<file path="config.mk">
export PLATFORM = sky130hd
export DESIGN_NAME = fifo_bytes
export DESIGN_NICKNAME = d
export VERILOG_FILES = /design/src/rtl/fifo_bytes_pkg.sv /design/src/rtl/fifo_bytes_mem.sv /design/src/rtl/fifo_bytes.sv
export SDC_FILE = /design/constraint.sdc
export NUM_CORES = 1
export LEC_CHECK = 0
export ABC_AREA = 1
export BUFFER_PORTS_ARGS = -buffer_cell sky130_fd_sc_hd__buf_2
export CAP_MARGIN = 10
export CORE_MARGIN = 2
export CORE_UTILIZATION = 50
export DETAILED_ROUTE_END_ITERATION = 8
export GPL_ROUTABILITY_DRIVEN = 0
export PLACE_DENSITY = 0.74
export SLEW_MARGIN = 30
export SYNTH_ARGS = -nofsm -noshare
export SYNTH_HDL_FRONTEND = slang
export SYNTH_HIERARCHICAL = 1
export SYNTH_SLANG_ARGS = --single-unit
</file>
<file path="constraint.sdc">
create_clock -name clk -period 1.7 [get_ports clk]
set_input_delay 0.17 -clock clk [delete_from_list [all_inputs] [get_ports clk]]
set_output_delay 0.17 -clock clk [all_outputs]
set_load 0.02 [all_outputs]
</file>
<file path="src/rtl/fifo_bytes_pkg.sv">
// Shared constants and helper types for the byte FIFO feeding the 8-bit register stage.
package fifo_bytes_pkg;

  // Word width shared with the downstream register stage
  localparam int unsigned FIFO_DATA_W = 8;
  // Default FIFO depth and matching pointer index width
  localparam int unsigned FIFO_DEPTH  = 4;
  localparam int unsigned FIFO_ADDR_W = 2;

  // Per-edge occupancy operation, encoded as {pop, push}
  typedef enum logic [1:0] {
    OP_IDLE = 2'b00,
    OP_PUSH = 2'b01,
    OP_POP  = 2'b10,
    OP_BOTH = 2'b11
  } fifo_op_e;

  // Classify the qualified handshakes of one edge into an occupancy operation
  function automatic fifo_op_e fifo_op(input logic push, input logic pop);
    return fifo_op_e'({pop, push});
  endfunction

endpackage

</file>
<file path="src/rtl/fifo_bytes_mem.sv">
// DEPTH x DATA_W storage: one synchronous write port, one asynchronous read port.
module fifo_bytes_mem
  import fifo_bytes_pkg::*;
#(
  parameter int unsigned DATA_W = FIFO_DATA_W,
  parameter int unsigned DEPTH  = FIFO_DEPTH,
  parameter int unsigned ADDR_W = FIFO_ADDR_W
) (
  input  logic              clk,
  input  logic              we,
  input  logic [ADDR_W-1:0] wr_addr,
  input  logic [DATA_W-1:0] wr_data,
  input  logic [ADDR_W-1:0] rd_addr,
  output logic [DATA_W-1:0] rd_data
);

  logic [DATA_W-1:0] mem [DEPTH];

  // Write port; contents are deliberately not reset, pointers make stale words unreachable
  always_ff @(posedge clk) begin
    if (we) begin
      mem[wr_addr] <= wr_data;
    end
  end

  // Asynchronous read of the entry at rd_addr
  assign rd_data = mem[rd_addr];

endmodule

</file>
<file path="src/rtl/fifo_bytes.sv">
// Show-ahead byte FIFO: pointer/count registers, flags, handshake gating and empty zero-mask.
module fifo_bytes
  import fifo_bytes_pkg::*;
#(
  parameter int unsigned DATA_W = FIFO_DATA_W,
  parameter int unsigned DEPTH  = FIFO_DEPTH,
  parameter int unsigned ADDR_W = FIFO_ADDR_W
) (
  input  logic              clk,
  input  logic              clr,
  input  logic [DATA_W-1:0] in_data,
  input  logic              in_valid,
  output logic              in_ready,
  output logic [DATA_W-1:0] out_data,
  output logic              out_valid,
  input  logic              out_ready,
  output logic [ADDR_W:0]   count,
  output logic              full,
  output logic              empty
);

  localparam int unsigned PTR_W = ADDR_W + 1;

  logic [PTR_W-1:0]  wr_ptr;
  logic [PTR_W-1:0]  rd_ptr;
  logic [PTR_W-1:0]  count_q;
  logic [DATA_W-1:0] rd_data;
  logic              push;
  logic              pop;
  fifo_op_e          op;

  // Flags come only from the registered pointers; the extra MSB separates full from empty
  assign full  = (wr_ptr[ADDR_W] != rd_ptr[ADDR_W]) &&
                 (wr_ptr[ADDR_W-1:0] == rd_ptr[ADDR_W-1:0]);
  assign empty = (wr_ptr == rd_ptr);

  assign in_ready  = ~full;
  assign out_valid = ~empty;

  // Qualified handshakes; a full FIFO refuses writes even while popping
  assign push = in_valid & ~full;
  assign pop  = out_ready & ~empty;
  assign op   = fifo_op(push, pop);

  // Pointer and occupancy registers
  always_ff @(posedge clk or posedge clr) begin
    if (clr) begin
      wr_ptr  <= '0;
      rd_ptr  <= '0;
      count_q <= '0;
    end else begin
      if (push) begin
        wr_ptr <= wr_ptr + PTR_W'(1);
      end
      if (pop) begin
        rd_ptr <= rd_ptr + PTR_W'(1);
      end
      unique case (op)
        OP_PUSH: count_q <= count_q + PTR_W'(1);
        OP_POP:  count_q <= count_q - PTR_W'(1);
        default: count_q <= count_q;
      endcase
    end
  end

  assign count = count_q;

  fifo_bytes_mem #(
    .DATA_W (DATA_W),
    .DEPTH  (DEPTH),
    .ADDR_W (ADDR_W)
  ) u_mem (
    .clk     (clk),
    .we      (push),
    .wr_addr (wr_ptr[ADDR_W-1:0]),
    .wr_data (in_data),
    .rd_addr (rd_ptr[ADDR_W-1:0]),
    .rd_data (rd_data)
  );

  // Head word is shown only while valid; stale storage never leaks out
  assign out_data = empty ? '0 : rd_data;

endmodule
</file>
After elaboration in Yosys (flattened, before gate mapping)
Memories as Yosys holds them, arrays and structs flattened.
Index checks and enable logic that the tools add are counted.
- register bits after elaboration: 9
- RAM bits: 32
- input port bits: 12
- output and inout bits: 15
- logic and storage cells: 23
- memories: 1
- add/sub/neg operators: 4
- equality and inequality tests: 5
- muxes and demuxes: 4
- bitwise operators: 4
- reductions and logical operators: 2
- memory list (name ; words ; bits a word ; read ports ; clocked after Yosys merged registers in ; wr ports ; RTL line ; RTL):
    u_mem.mem ; 4 ; 8 ; 1 ; 0 ; 1 ; fifo_bytes_mem.sv:17 ; logic [DATA_W-1:0] mem [DEPTH];
- operators with widths (operator ; count):
    adder 3 x 1 -> 3 bit (second input constant) ; 3
    2-to-1 mux 8 bit ; 1
    one-hot mux 3 bit (2 select lines) ; 1
    equality test 3 bit ; 1
    subtractor 3 x 1 -> 3 bit (second input constant) ; 1
    AND 1 bit ; 2
    equality test 2 x 1 -> 1 bit (second input constant) ; 1
    equality test 2 bit ; 1
    equality test 2 bit (second input constant) ; 1
    2-to-1 mux 1 bit ; 2
    inverter 1 bit ; 2
    nonzero test 2 bit ; 1
    logical AND 1 bit ; 1
    != test 1 bit ; 1

Longest topological paths before layout
Gate-level depths: netlist (run 1).
- depth after elaboration: 6
- gate-level depth with buffers: 12
- gate-level depth less buffers: 12

Hierarchy
Netlist (run 1), hierarchy kept.
- modules (own cells, without submodules) (module ; times used ; cells each ; area an instance (µm²) ; sequential area each (µm²)):
    fifo_bytes_mem ; 1 ; 133 ; 1387.6 ; 960.9
    fifo_bytes ; 1 ; 87 ; 619.3 ; 225.2

Worst setup path before layout (run 1)
OpenSTA, ideal clock, no wires.
- path kind: register to register
- start point: reg wr_ptr[0]
- end point: reg count_q[2], in the netlist count[2]
- library setup time: 131 ps
- data arrival time: 1902 ps
- data required time: 1569 ps
- path slack: -333 ps
- stages on the path, launching flop included: 12
- buffers on the path: 0
- clock period less this slack: 2033 ps
- cells stage by stage: dfrtp_1 > inv_1 > nand2_1 > nand2_1 > nand3_2 > nand2_4 > ha_1 > inv_1 > fa_1 > a21oi_1 > o21ai_0 > xor2_1
- word-level cells in the longest chain between the ends: 6
- elaborated cells between the ends (all ways): 11
- classes of those cells: eq/ne: 4; mux: 1; bitwise: 4; reduce/logical: 2
- ends and longest elaborated chain (what ; RTL line ; RTL):
    start: declaration ; fifo_bytes.sv:24 ; logic [PTR_W-1:0] wr_ptr;
    start signal: assignment ; fifo_bytes.sv:53 ; wr_ptr <= wr_ptr + PTR_W'(1);
    equality test 2 bit (*) ; fifo_bytes.sv:34 ; (wr_ptr[ADDR_W-1:0] == rd_ptr[ADDR_W-1:0]);
    logical AND 1 bit (*) ; fifo_bytes.sv:33 ; assign full = (wr_ptr[ADDR_W] != rd_ptr[ADDR_W]) &&
    inverter 1 bit (*) ; - ;
    named net in_ready ; fifo_bytes.sv:13 ; output logic in_ready,
    AND 1 bit (*) ; fifo_bytes.sv:41 ; assign push = in_valid & ~full;
    equality test 2 bit / equality test 2 x 1 -> 1 bit (equally long branches) ; fifo_bytes.sv:58 ; unique case (op)
    one-hot mux 3 bit (2 select lines) / nonzero test 2 bit (equally long branches) ; - ;
    end signal: assignment ; fifo_bytes.sv:59 ; OP_PUSH: count_q <= count_q + PTR_W'(1);
    end signal: assignment ; fifo_bytes.sv:60 ; OP_POP: count_q <= count_q - PTR_W'(1);
    end signal: assignment ; fifo_bytes.sv:61 ; default: count_q <= count_q;
    end: declaration ; fifo_bytes.sv:26 ; logic [PTR_W-1:0] count_q;
The timed path passes the listed nets; every way through them passes the cells marked *.
A chain may end at the register's enable or synchronous reset.

Worst setup path after layout (run 1)
- start point: reg wr_ptr[0]
- end point: reg count_q[2], in the netlist count[2]
- elaborated cells between the ends (all ways): 11
- classes of those cells: eq/ne: 4; mux: 1; bitwise: 4; reduce/logical: 2
- RTL lines (what ; RTL line ; RTL):
    equality test 3 bit (*) ; fifo_bytes.sv:35 ; assign empty = (wr_ptr == rd_ptr);
    inverter 1 bit (*) ; fifo_bytes.sv:42 ; assign pop = out_ready & ~empty;
    AND 1 bit (*) ; fifo_bytes.sv:42 ;
    named net pop ; fifo_bytes.sv:29 ; logic pop;
    equality test 2 bit / equality test 2 x 1 -> 1 bit (equally long branches) ; fifo_bytes.sv:58 ;
    one-hot mux 3 bit (2 select lines) / nonzero test 2 bit (equally long branches) ; - ;
Marked as above.

==> results summary, run 1 <==
The total global-route track usage came out at 19.9%. The fraction of final layout cells sized beyond drive strength 1 came out at 34.3%. For this run, design rule violations remaining after detail routing come to 0.

Synthesis inferred 41 register bits. The worst hold path cell count came out at 1. Summed over all instances, the cell type with the most area after synthesis is sky130_fd_sc_hd__edfxtp_1.

Summed over all layers, the routed wires come to 4.36 mm. In the finished design, the share of the clock period the worst path needs comes to 112%. The capturing point of the worst reg2reg path is count[2].

By count the netlist is led by sky130_fd_sc_hd__nand2_1 (74), sky130_fd_sc_hd__inv_1 (58), sky130_fd_sc_hd__edfxtp_1 (32). The total buffers and inverters traversed by the critical path is 3. The met2 track demand over resource came out at 32.8%.

The synthesized design contains 32 enable-type register cells. The number of vias per cell after detailed routing came out at 4.77. The final setup TNS came out at -0.736 ns.

The combined area of all synthesized cells came out at 2010 um^2. The region available for standard cell placement spans 3940 um^2. The count of routing violations after the opening detailed-route iteration came out at 89. The xor and xnor area share after synthesis is 1.75%.

Yosys mapped the design onto 19 distinct sky130hd cell types. The final routed wire length divided by cell count is 13.1 um. The fmax came out at 527 MHz. The worst register-to-register path has a setup slack of -0.20 ns. The final worst setup slack is -0.198 ns. The checks that failed: negative setup slack. For this run, the slowest stage of the critical path takes 0.43 ns.

Measured along the x axis, the die boundary spans 67.4 um. The number of cells produced by synthesis came out at 220. The register area share after synthesis is 59.1%. The complex-gate fraction of the synthesized area came out at 0.748%.

met2 is the most crowded layer. The min-delay analysis places its worst path in the category in -> reg. The count of buffers from port buffering came out at 26.

The clock latency of the later-clocked register in the worst-skew pair is 0.29 ns. The largest fanout on the critical path is 4. In the synthesized netlist the dominant register cell turns out to be sky130_fd_sc_hd__edfxtp_1. The pin count of the biggest net entering global routing is 20. The via count of the first global-routing pass came to 1,455. Across the VDD grid, the largest voltage drop is 1.34 mV. By instance count, the leading cell after synthesis is sky130_fd_sc_hd__nand2_1. The total overflow reported by the global router is 0. After the last flow step, the layout net total stands at 298.

The initial core utilization came out at 50.9%. The worst clock skew on the final layout came out at 0.00316 ns. The clock tree from TritonCTS is built. The launch point of the worst reg-to-reg path is wr_ptr[0]. The first-pass GRT wire length is 6.38 mm.

After synthesis, the largest family of logic cells by area is simple AND/OR/NAND/NOR gates. The count of yosys warnings during synthesis is 6. TritonCTS created 5 clock buffers.

By startpoint and endpoint, the worst setup path is classified as reg -> reg. Walking the worst path, the cells encountered are inv_2 -> nand2_2 -> nand2_4 -> nand3_4 -> nand2_4 -> inv_4 -> ha_4 -> inv_2 -> fa_2 -> a21oi_2 -> o21ai_2 -> xor2_1. The relative area change from synthesis to final layout is 34.1%. The post-detailed-placement half-perimeter wirelength came out at 2.47 mm. The fraction of synthesis flops using an asynchronous set or reset pin is 22.0%. Sorting the synthesized cells by area gives the leading types as sky130_fd_sc_hd__edfxtp_1 (48%), sky130_fd_sc_hd__nand2_1 (14%), sky130_fd_sc_hd__dfrtp_1 (11%). The final count of hold timing violations came out at 0.

In this run the most critical hold path is launched from in_data[6]. The repair_antennas step left the layout with diodes totalling 0. The leakage power figure is 1.39 nW. The summed area of non-filler cells in the final layout is 2690 um^2.

The number of cell rows came out at 23. The final-report setup violation count came out at 26. Max-cap violations in this run came to 0. The number of antenna violations at the first check in global routing was 0. The longest clock path from root to sink contains 2 buffers. The clock-pin transition on the worst setup and hold timing paths came out at 0.08 ns.

The global-route met3 utilization came out at 3.50%. For this design, the sink count on the clock tree is 41. The overall power after layout is 5.35 mW. The worst setup path is launched from a register. The run finished, with violations left. Measured along the y axis, the die boundary spans 67.4 um.

For hold timing, the worst endpoint is u_mem/mem[1][6]. The signal arrival time at the worst endpoint is 2.07 ns. The area fraction in and, or, nand and nor cells after synthesis is 21.9%.

The top cell type by area accounts for 47.9% of the synthesized area. The worst pin sits at a relative slew slack of 77.3%. The buffer cell driving the clock tree root is sky130_fd_sc_hd__clkbuf_8. The final critical delay including setup and external delays is 1.90 ns. The synthesized netlist devotes 2.87% of its cell area to adder and majority cells. The full die area is 4540 um^2. The max-slew violation count was 0.

At the pin with the least slew margin, the transition time is 0.340 ns. OpenSTA, run right after detailed placement, puts the worst setup slack at -0.114 ns. The post-placement cell area is 2320 um^2. At the worst endpoint, the required time is 1.87 ns. The number of nets in the synthesized netlist is 236. STA classifies the critical path endpoint as a register. The first TritonRoute pass finished after 4 iterations.

The count of boundary I/O pins is 27. The cell family with the largest share of critical-path delay is adder cells. The global routing met1 resource utilization came out at 24.8%. The number of cells traversed by the worst register-to-register path is 12. Multiplexer cells account for 0% of the synthesized area. The H-tree generated during clock tree synthesis spans 2 levels. Setup repair after global routing could not meet its margin everywhere. The slowest stage cell on the critical path is sky130_fd_sc_hd__dfrtp_1. The total power divided by cell area came out at 1990 nW/um^2. The via count came out at 1,590. The antenna violation net count after detailed routing came out at 0.

The mean instance size in the synthesized netlist came out at 9.12 um^2.
[flip-flops by register name, indices dropped and copies added (netlist names)]
name / count
wr_ptr: 3
u_mem/mem: 32
rd_ptr: 3
count: 3
[cell type report]
cell class                 instances  area (um^2)
timing repair buffer              60          414
inverter                          60          239
sequential                        41         1190
clock inverter                     3         68.8
multi-input combinational        114          652
clock buffer                       5         68.8
tap                               50         62.6
fill                             300         1250
[power breakdown]
part	internal, mW	total [mW]	switching, mW
Combinational	1.17	2.92	1.75
Sequential	1.36	1.50	0.138
Clock	0.591	0.928	0.337
[per-layer routing]
layer	wire, um	part of all wire, %	vias to the layer above
li1	-	-	792
met1	1670	38	717
met2	2300	53	62
met3	253	5.8	19
met4	146	3.3	0
met5	0	0	-
[kinds of logic (layout without fill, tap and decap cells)]
family	Yosys count	after routing
buffers and inverters	65	128
and+or+nand+nor	103	103
AOI/OAI and AO/OA	3	3
adders and majority gates	4	4
xor gates and xnor gates	4	4
DFF	41	41
[per-stage QoR]
step / cells / hold WS [ns] / utilization [%]
CTS: 330 / 0.0830 / 65.7
global route: 333 / 0.0793 / 68.3
finish: 333 / 0.0905 / 68.3
floorplan: 220 / -0.00208 / -
global placement: 311 / 0.144 / 58.9
detailed placement: 311 / 0.145 / 58.9
[worst max-delay path by stage]
stage | from | to | slack, ns | cells after the start
2_1_floorplan | wr_ptr[0] | u_mem/mem[0][0] | -0.22 | 8
3_3_place_gp | wr_ptr[0] | count[2] | -0.08 | 11
3_5_place_dp | wr_ptr[0] | count[2] | -0.11 | 11
4_1_cts | rd_ptr[1] | count[2] | -0.11 | 12
5_1_grt | wr_ptr[0] | count[2] | -0.29 | 12
6_report | wr_ptr[0] | count[2] | -0.20 | 12
[layout by cell type, fill, tap and decap left out, types with 3 or more instances in the layout]
master                     count
sky130_fd_sc_hd__nand2_1      66
sky130_fd_sc_hd__buf_6         7
sky130_fd_sc_hd__edfxtp_1     32
sky130_fd_sc_hd__nand2_4       3
sky130_fd_sc_hd__nand3_1      21
sky130_fd_sc_hd__nand2_2       6
sky130_fd_sc_hd__dfrtp_1       9
sky130_fd_sc_hd__clkbuf_8      5
sky130_fd_sc_hd__buf_4        26
sky130_fd_sc_hd__inv_2         6
sky130_fd_sc_hd__buf_2        26
sky130_fd_sc_hd__xor2_1        3
sky130_fd_sc_hd__inv_1        50
[timing repair]
item	in CTS	in global routing
cloned	0	0
hold buffers	1	0
pin swaps	11	9
resized for setup	14	23
setup buffers	10	3
endpoints found under the setup margin	18	46
hold endpoints to repair	9	0
Power figures use the tool's default switching activity.
==> inputs of run 2 (changes only) <==
--- a/config.mk
+++ b/config.mk
@@ -12,7 +12,7 @@
 export CORE_UTILIZATION = 50
 export DETAILED_ROUTE_END_ITERATION = 8
 export GPL_ROUTABILITY_DRIVEN = 0
-export PLACE_DENSITY = 0.74
+export PLACE_DENSITY_LB_ADDON = 0.3
 export SLEW_MARGIN = 30
 export SYNTH_ARGS = -nofsm -noshare
 export SYNTH_HDL_FRONTEND = slang
==> run 2 against run 1 <==
Effect of this change: the flow still finishes with violations (negative setup slack); global-route usage fell by 1.2 points; non-clock buffer count is 6 lower; via count shrank 6.6%; critical path type unchanged; highest routed layer unchanged; wire length is 13% lower.
==> results summary, run 2 (same netlist as run 1, synthesis figures left out) <==
The run finished, with violations left. The checks that failed: negative setup slack. The cell type with the highest occurrence count on the critical path is sky130_fd_sc_hd__inv_2. The sequential standard cell area is 1190 um^2 (unchanged). The total power divided by cell area came to 1890 nW/um^2 (-4.7%). The peak per-stage delay on the critical path is 0.43 ns (about the same). The pin count of the biggest net entering global routing came out at 19 (-5.0%). The register name with the most flops is u_mem/mem. The final count of hold timing violations came out at 0 (unchanged). The worst register-to-register path ends at count[2].

In this design, the largest share of critical-path delay is due to adder cells. The library cell used most frequently in the layout, excluding fill and tap cells, is sky130_fd_sc_hd__nand2_1. The final critical delay including setup and external delays came out at 1.84 ns (-0.0618 ns). The slew of the pin with the lowest slew margin is 0.367 ns (+0.0272 ns).

The share of total power consumed by net switching came out at 41.8% (+0.16 points). The final routed wire length divided by cell count is 11.6 um (-11%). The type of origin of the critical path is a register. The max-slew violation count was 0 (unchanged).

Setup repair after global routing could not meet its margin everywhere. The count of boundary I/O pins was 27 (unchanged). The reg2reg setup slack came to -0.14 ns (+0.06 ns). The buffer cell driving the clock tree root is sky130_fd_sc_hd__clkbuf_8. The worst-case clock buffer depth came out at 2 (unchanged). The critical path in this run is classified as reg -> reg.

The number of cells traversed by the worst register-to-register path came out at 11 (-1). The number of flip-flops under the largest register name came to 32 (unchanged). TritonCTS built the clock tree.

The clock sink count came out at 41 (unchanged). The post-route core utilization came out at 64.6% (-3.7 points). The number of cell rows is 23 (unchanged). The fmax came to 544 MHz (+3.4%).

The leakage power figure is 1.34 nW (-3.7%). The area inside the core boundary came to 3940 um^2 (unchanged). The post-detailed-placement half-perimeter wirelength came out at 2.66 mm (+7.8%). The number of levels in the clock H-tree came out at 2 (unchanged).

The worst voltage drop across the vdd grid came out at 1.12 mV (-16%). The logic gate share of total power is 53.6% (-1.0 points). The design internal power came out at 2.81 mW (-10%). The area occupied by multi-input gates was 617 um^2 (-5.4%).

The path with the worst hold slack has its endpoint at u_mem/mem[1][4]. The top cell types in the final layout, fill and taps aside, are sky130_fd_sc_hd__nand2_1 (69), sky130_fd_sc_hd__inv_1 (52), sky130_fd_sc_hd__edfxtp_1 (32). The final worst setup slack is -0.137 ns (+0.0618 ns). The number of antenna cells inserted came out at 0 (unchanged). The number of nets in the final layout is 292 (-2.0%). The switching power came out at 2.01 mW (-9.5%).

The worst min-delay path startpoint is in_data[4]. STA classifies the critical path endpoint as a register. The via count of the first global-routing pass is 1,389 (-4.5%). The largest individual stage delay along the critical path comes from the cell sky130_fd_sc_hd__dfrtp_1. The required time at the endpoint of the critical path was 1.88 ns (about the same). The overall power after layout came to 4.82 mW (-9.9%). The total buffers and inverters traversed by the critical path is 2 (-1). The total CTS buffers came to 5 (unchanged). The final-report setup violation count is 10 (-62%). The number of fill cells in the layout came out at 316 (+5.3%). The clock share of power came out at 15.3% (-2.0 points).

The startpoint identified for the worst register-to-register timing path is rd_ptr[0]. The worst hold path belongs to the class in -> reg. The worst max-slew margin expressed relative to the limit is 75.5% (-1.8 points). The final clock period utilization by the worst path came out at 108% (-3.6 points). The first-pass GRT wire length came out at 5.98 mm (-6.4%). The antenna violation net count after detailed routing came out at 0 (unchanged). The signal arrival time at the worst endpoint is 2.02 ns (-0.05 ns). The worst hold path cell count came out at 1 (unchanged). The fraction of final layout cells sized beyond drive strength 1 came out at 30.0% (-4.3 points). The clock latency of the later-clocked register in the worst-skew pair came out at 0.29 ns (about the same). The number of vias per cell after detailed routing is 4.54 (-4.9%). The total overflow reported by the global router is 0 (unchanged). The count of buffers from port buffering is 26 (unchanged). The routed wire length came out at 3.80 mm (-13%). The signal on the critical path passes through nand2_1 -> nand2_4 -> nand3_2 -> nand2_2 -> inv_2 -> ha_2 -> inv_2 -> fa_2 -> a21oi_2 -> o21ai_1 -> xor2_1. The clock-pin transition on the worst setup and hold timing paths is 0.07 ns (about the same). The via count came out at 1,485 (-6.6%). The full die area came to 4540 um^2 (unchanged).

The worst clock skew on the final layout came out at 0.00361 ns (+0.000456 ns). The number of remaining DRC errors is 0 (unchanged). The largest fanout on the critical path is 4 (unchanged). The detailed-router iteration count before antenna repair was 4 (unchanged). The die width came out at 67.4 um (unchanged). The total global-route track usage is 18.7% (-1.2 points).

The number of antenna violations at the first check in global routing was 0 (unchanged). The count of routing violations after the opening detailed-route iteration is 40 (-55%). The fraction of power consumed by sequential logic is 31.0% (+2.9 points). The area growth from synthesis to layout is 26.9%.

The initial core utilization is 50.9% (unchanged). The max-cap check violation count is 0 (unchanged). The die extent in y is 67.4 um (unchanged).
-- run 2: through the flow --
step	setup WS, ns	cells	setup TNS [ns]	instance area, um^2	hold WS (ns)
after CTS	-0.0923	326	-0.387	2500	0.0830
after floorplan	-0.225	220	-7.47	2020	-0.00208
final	-0.137	327	-0.523	2550	0.0913
after global placement	-0.0848	314	-0.203	2340	0.161
after global routing	-0.254	327	-4.14	2550	0.0859
after detailed placement	-0.130	314	-0.730	2340	0.162
-- run 2: layout make-up --
class	instances	share of cell area, %
Timing Repair Buffer	54	13.6
Inverter	60	8.94
Clock inverter	2	1.33
Sequential cell	41	46.6
Multi-Input combinational cell	114	24.2
Tap cell	50	2.46
Clock buffer	6	2.85
-- run 2: routing by layer --
metal	wire length (um)	global-route usage, %	vias to the layer above
li1	-	-	776
met1	1560	21.0	668
met2	1980	33.0	33
met3	170	5.50	8
met4	91	7.91	0
met5	0	0	-
-- run 2: worst reg2reg max path, cell delays in order (launching register included) --
cell	delay [ns]
sky130_fd_sc_hd__dfrtp_1	0.43
sky130_fd_sc_hd__nand2_1	0.13
sky130_fd_sc_hd__nand2_4	0.07
sky130_fd_sc_hd__nand3_2	0.08
sky130_fd_sc_hd__nand2_2	0.06
sky130_fd_sc_hd__inv_2	0.06
sky130_fd_sc_hd__ha_2	0.16
sky130_fd_sc_hd__inv_2	0.04
sky130_fd_sc_hd__fa_2	0.35
sky130_fd_sc_hd__a21oi_2	0.12
sky130_fd_sc_hd__o21ai_1	0.08
sky130_fd_sc_hd__xor2_1	0.14
-- run 2: power groups by stage --
stage | combinational (mW) | sequential, mW | clock [mW]
finish | 2.59 | 1.50 | 0.739
global route | 2.89 | 1.53 | 0.796
CTS | 2.49 | 1.48 | 0.753
detailed placement | 2.38 | 1.51 | 0
global placement | 2.33 | 1.50 | 0
floorplan | 1.55 | 1.56 | 0
-- run 2: worst max-delay path by stage --
stage	startpoint	end	slack, ns	cells after the start
after floorplan	wr_ptr[0]	u_mem/mem[0][0]	-0.22	8
after global placement	wr_ptr[0]	count[2]	-0.08	11
after detailed placement	rd_ptr[0]	count[2]	-0.13	11
after CTS	rd_ptr[0]	count[2]	-0.09	11
after global routing	rd_ptr[0]	count[2]	-0.25	11
final	rd_ptr[0]	count[2]	-0.14	11
-- run 2: repair_timing --
action,CTS,global route
setup buffers,3,1
hold buffers,1,0
setup endpoints to repair,34,43
pin swaps,3,2
endpoints found under the hold margin,9,0
resized for setup,8,11
==> inputs of run 3 (changes only) <==
--- a/config.mk
+++ b/config.mk
@@ -6,7 +6,7 @@
 export NUM_CORES = 1
 export LEC_CHECK = 0
 export ABC_AREA = 1
-export BUFFER_PORTS_ARGS = -buffer_cell sky130_fd_sc_hd__buf_2
+export BUFFER_PORTS_ARGS = -buffer_cell sky130_fd_sc_hd__buf_4
 export CAP_MARGIN = 10
 export CORE_MARGIN = 2
 export CORE_UTILIZATION = 50
==> run 3 against run 2 <==
Effect of this change: the flow still finishes with violations (negative setup slack); combinational power increased by 12%; critical path depth increased by 1; worst setup slack improved by 0.052 ns; utilization increased by 3.8 points; via count increased by 0.81%; critical path type unchanged; largest power group unchanged; highest routed layer unchanged.
==> results summary, run 3 (same netlist as run 1, synthesis figures left out) <==
For hold timing, the worst endpoint is u_mem/mem[1][1]. The final clock period utilization by the worst path came out at 105% (-3.1 points). The initial core utilization came to 50.9% (unchanged). Ranked by flip-flop count, first place goes to u_mem/mem.

The final critical delay including setup and external delays was 1.78 ns (-0.0524 ns). The number of cells traversed by the worst register-to-register path is 12 (+1). The worst clock skew on the final layout is 0.00687 ns (+0.00326 ns). The full die area is 4540 um^2 (unchanged). The worst hold path cell count is 1 (unchanged). The signal arrival time at the worst endpoint is 1.97 ns (-0.05 ns). The total CTS buffers is 5 (unchanged). The fmax was 560 MHz (+2.9%). The classification of the worst setup path is reg -> reg.

The max-cap check violation count came out at 0 (unchanged). TritonCTS built the clock tree. The routed wire length is 3.85 mm (+1.2%). The number of flip-flops under the largest register name is 32 (unchanged). The worst voltage drop across the vdd grid is 1.01 mV (-10%).

The relative area change from synthesis to final layout came out at 34.4%. The antenna violation net count after detailed routing came to 0 (unchanged). The count of buffers from port buffering was 26 (unchanged). The post-detailed-placement half-perimeter wirelength came out at 2.60 mm (-2.2%).

STA classifies the critical path endpoint as a register. Setup repair after global routing could not meet its margin everywhere. The count of routing violations after the opening detailed-route iteration came out at 44 (+10%).

The number of remaining DRC errors is 0 (unchanged). The clock sink count is 41 (unchanged). The die width is 67.4 um (unchanged). Leaving out fill and tap cells, the most frequent cell in the layout is sky130_fd_sc_hd__nand2_1. The number of cell rows is 23 (unchanged). The number of levels in the clock H-tree came out at 2 (unchanged). The final worst setup slack is -0.0842 ns (+0.0524 ns). The number of fill cells in the layout is 276 (-13%). The tightest min-delay check is of the in -> reg type. The clock-pin transition on the worst setup and hold timing paths is 0.08 ns (about the same).

The final routed wire length divided by cell count is 11.7 um (+0.54%). The number of vias per cell after detailed routing is 4.55 (+0.20%). The count of boundary I/O pins is 27 (unchanged).

The number of antenna cells inserted came out at 0 (unchanged). The via count of the first global-routing pass came out at 1,317 (-5.2%). CTS placed an instance of sky130_fd_sc_hd__clkbuf_8 at the clock tree root. The total overflow reported by the global router came out at 0 (unchanged). The leakage power figure is 1.39 nW (+3.7%). The slew of the pin with the lowest slew margin is 0.366 ns (-0.000989 ns). The final non-filler cell total came out at 329 (+0.61%). The detailed-router iteration count before antenna repair is 4 (unchanged). The reg2reg setup slack was -0.08 ns (+0.05 ns). In the layout the commonest cells are sky130_fd_sc_hd__nand2_1 (69), sky130_fd_sc_hd__inv_1 (50), sky130_fd_sc_hd__buf_4 (48). The launch point of the worst reg-to-reg path is rd_ptr[0]. The endpoint identified for the worst register-to-register timing path is count[2].

In this run the most critical hold path is launched from in_data[1]. The final count of hold timing violations came out at 0 (unchanged). The type of origin of the critical path is a register.

The clock latency of the later-clocked register in the worst-skew pair is 0.29 ns (about the same). The first-pass GRT wire length is 5.93 mm (-0.80%). The area inside the core boundary is 3940 um^2 (unchanged). The final reports fail on negative setup slack. The worst max-slew margin expressed relative to the limit was 75.6% (about the same). The required time at the endpoint of the critical path was 1.88 ns (about the same). The final-report setup violation count is 10 (unchanged). The max-slew violation count came to 0 (unchanged). The flow ran to the end, but the final reports show violations.

The via count is 1,497 (+0.81%). The total power divided by cell area came out at 1870 nW/um^2 (-1.1%). The number of antenna violations at the first check in global routing is 0 (unchanged). The cell total after placement is 313 (-0.32%). The pin count of the biggest net entering global routing came out at 20 (+1).

The post-route core utilization came out at 68.4% (+3.8 points). The number of nets in the final layout came out at 294 (+0.68%). The fraction of final layout cells sized beyond drive strength 1 is 34.4% (+4.4 points).

The total global-route track usage is 18.3% (-0.47 points). The largest fanout on the critical path was 3 (-1). The worst-case clock buffer depth is 2 (unchanged).

The die extent in y is 67.4 um (unchanged).
[run 3: metal layers]
layer	vias to the layer above	share of wire (%)	GRT usage [%]
li1	781	-	-
met3	5	3.6	4.17
met2	27	53	32.5
met4	0	1.6	6.89
met1	684	41	21.4
met5	-	0	0
[run 3: worst max-delay path by stage]
stage / cells after the start / slack, ns / endpoint / from
2_1_floorplan: 8 / -0.22 / u_mem/mem[0][0] / wr_ptr[0]
3_3_place_gp: 11 / -0.08 / count[2] / wr_ptr[0]
3_5_place_dp: 11 / -0.13 / count[2] / wr_ptr[0]
4_1_cts: 12 / -0.07 / count[2] / rd_ptr[1]
5_1_grt: 12 / -0.19 / count[2] / rd_ptr[0]
6_report: 12 / -0.08 / count[2] / rd_ptr[0]
[run 3: layout make-up]
cell class | instances | area [um^2] | share of cell area, %
Sequential cell | 41 | 1190 | 44.0
Multi-Input combinational cell | 114 | 664 | 24.6
Timing Repair Buffer | 56 | 449 | 16.7
Inverter | 60 | 241 | 8.95
Clock buffer | 5 | 68.8 | 2.55
Tap cell | 50 | 62.6 | 2.32
Clock inverter | 3 | 25.0 | 0.928
[run 3: timing repair]
action / in CTS / in global routing
hold buffers: 1 / 0
setup buffers: 2 / 5
pin swaps: 7 / 10
hold endpoints to repair: 9 / 0
setup endpoints to repair: 23 / 45
cloned: 0 / 0
resized for setup: 13 / 26
[run 3: worst max-delay path: stages, from the launching register on]
cell                      delay [ns]
sky130_fd_sc_hd__dfrtp_1        0.41
sky130_fd_sc_hd__inv_2          0.06
sky130_fd_sc_hd__nand2_2        0.06
sky130_fd_sc_hd__nand2_2        0.08
sky130_fd_sc_hd__nand3_2        0.10
sky130_fd_sc_hd__nand2_2        0.06
sky130_fd_sc_hd__inv_2          0.07
sky130_fd_sc_hd__ha_4           0.14
sky130_fd_sc_hd__inv_4          0.03
sky130_fd_sc_hd__fa_2           0.34
sky130_fd_sc_hd__a21oi_2        0.12
sky130_fd_sc_hd__o21ai_1        0.08
sky130_fd_sc_hd__xor2_1         0.14
[run 3: report_power, final]
part,internal [mW],leakage (nW),switching [mW],total [mW]
clock network,0.296,0.0447,0.348,0.644
registers,1.36,0.403,0.130,1.49
logic,1.25,0.943,1.66,2.91
total,2.91,1.39,2.14,5.05
[run 3: metrics by stage]
stage | hold WS [ns] | power (mW) | setup slack (ns) | setup TNS [ns] | instance area, um^2
2_1_floorplan | -0.00208 | 3.11 | -0.225 | -7.47 | 2020
3_3_place_gp | 0.170 | 3.98 | -0.0797 | -0.0881 | 2400
3_5_place_dp | 0.168 | 4.04 | -0.129 | -0.240 | 2400
4_1_cts | 0.0671 | 4.81 | -0.0714 | -0.0714 | 2560
5_1_grt | 0.0679 | 5.44 | -0.190 | -1.52 | 2700
6_report | 0.0733 | 5.05 | -0.0842 | -0.468 | 2700
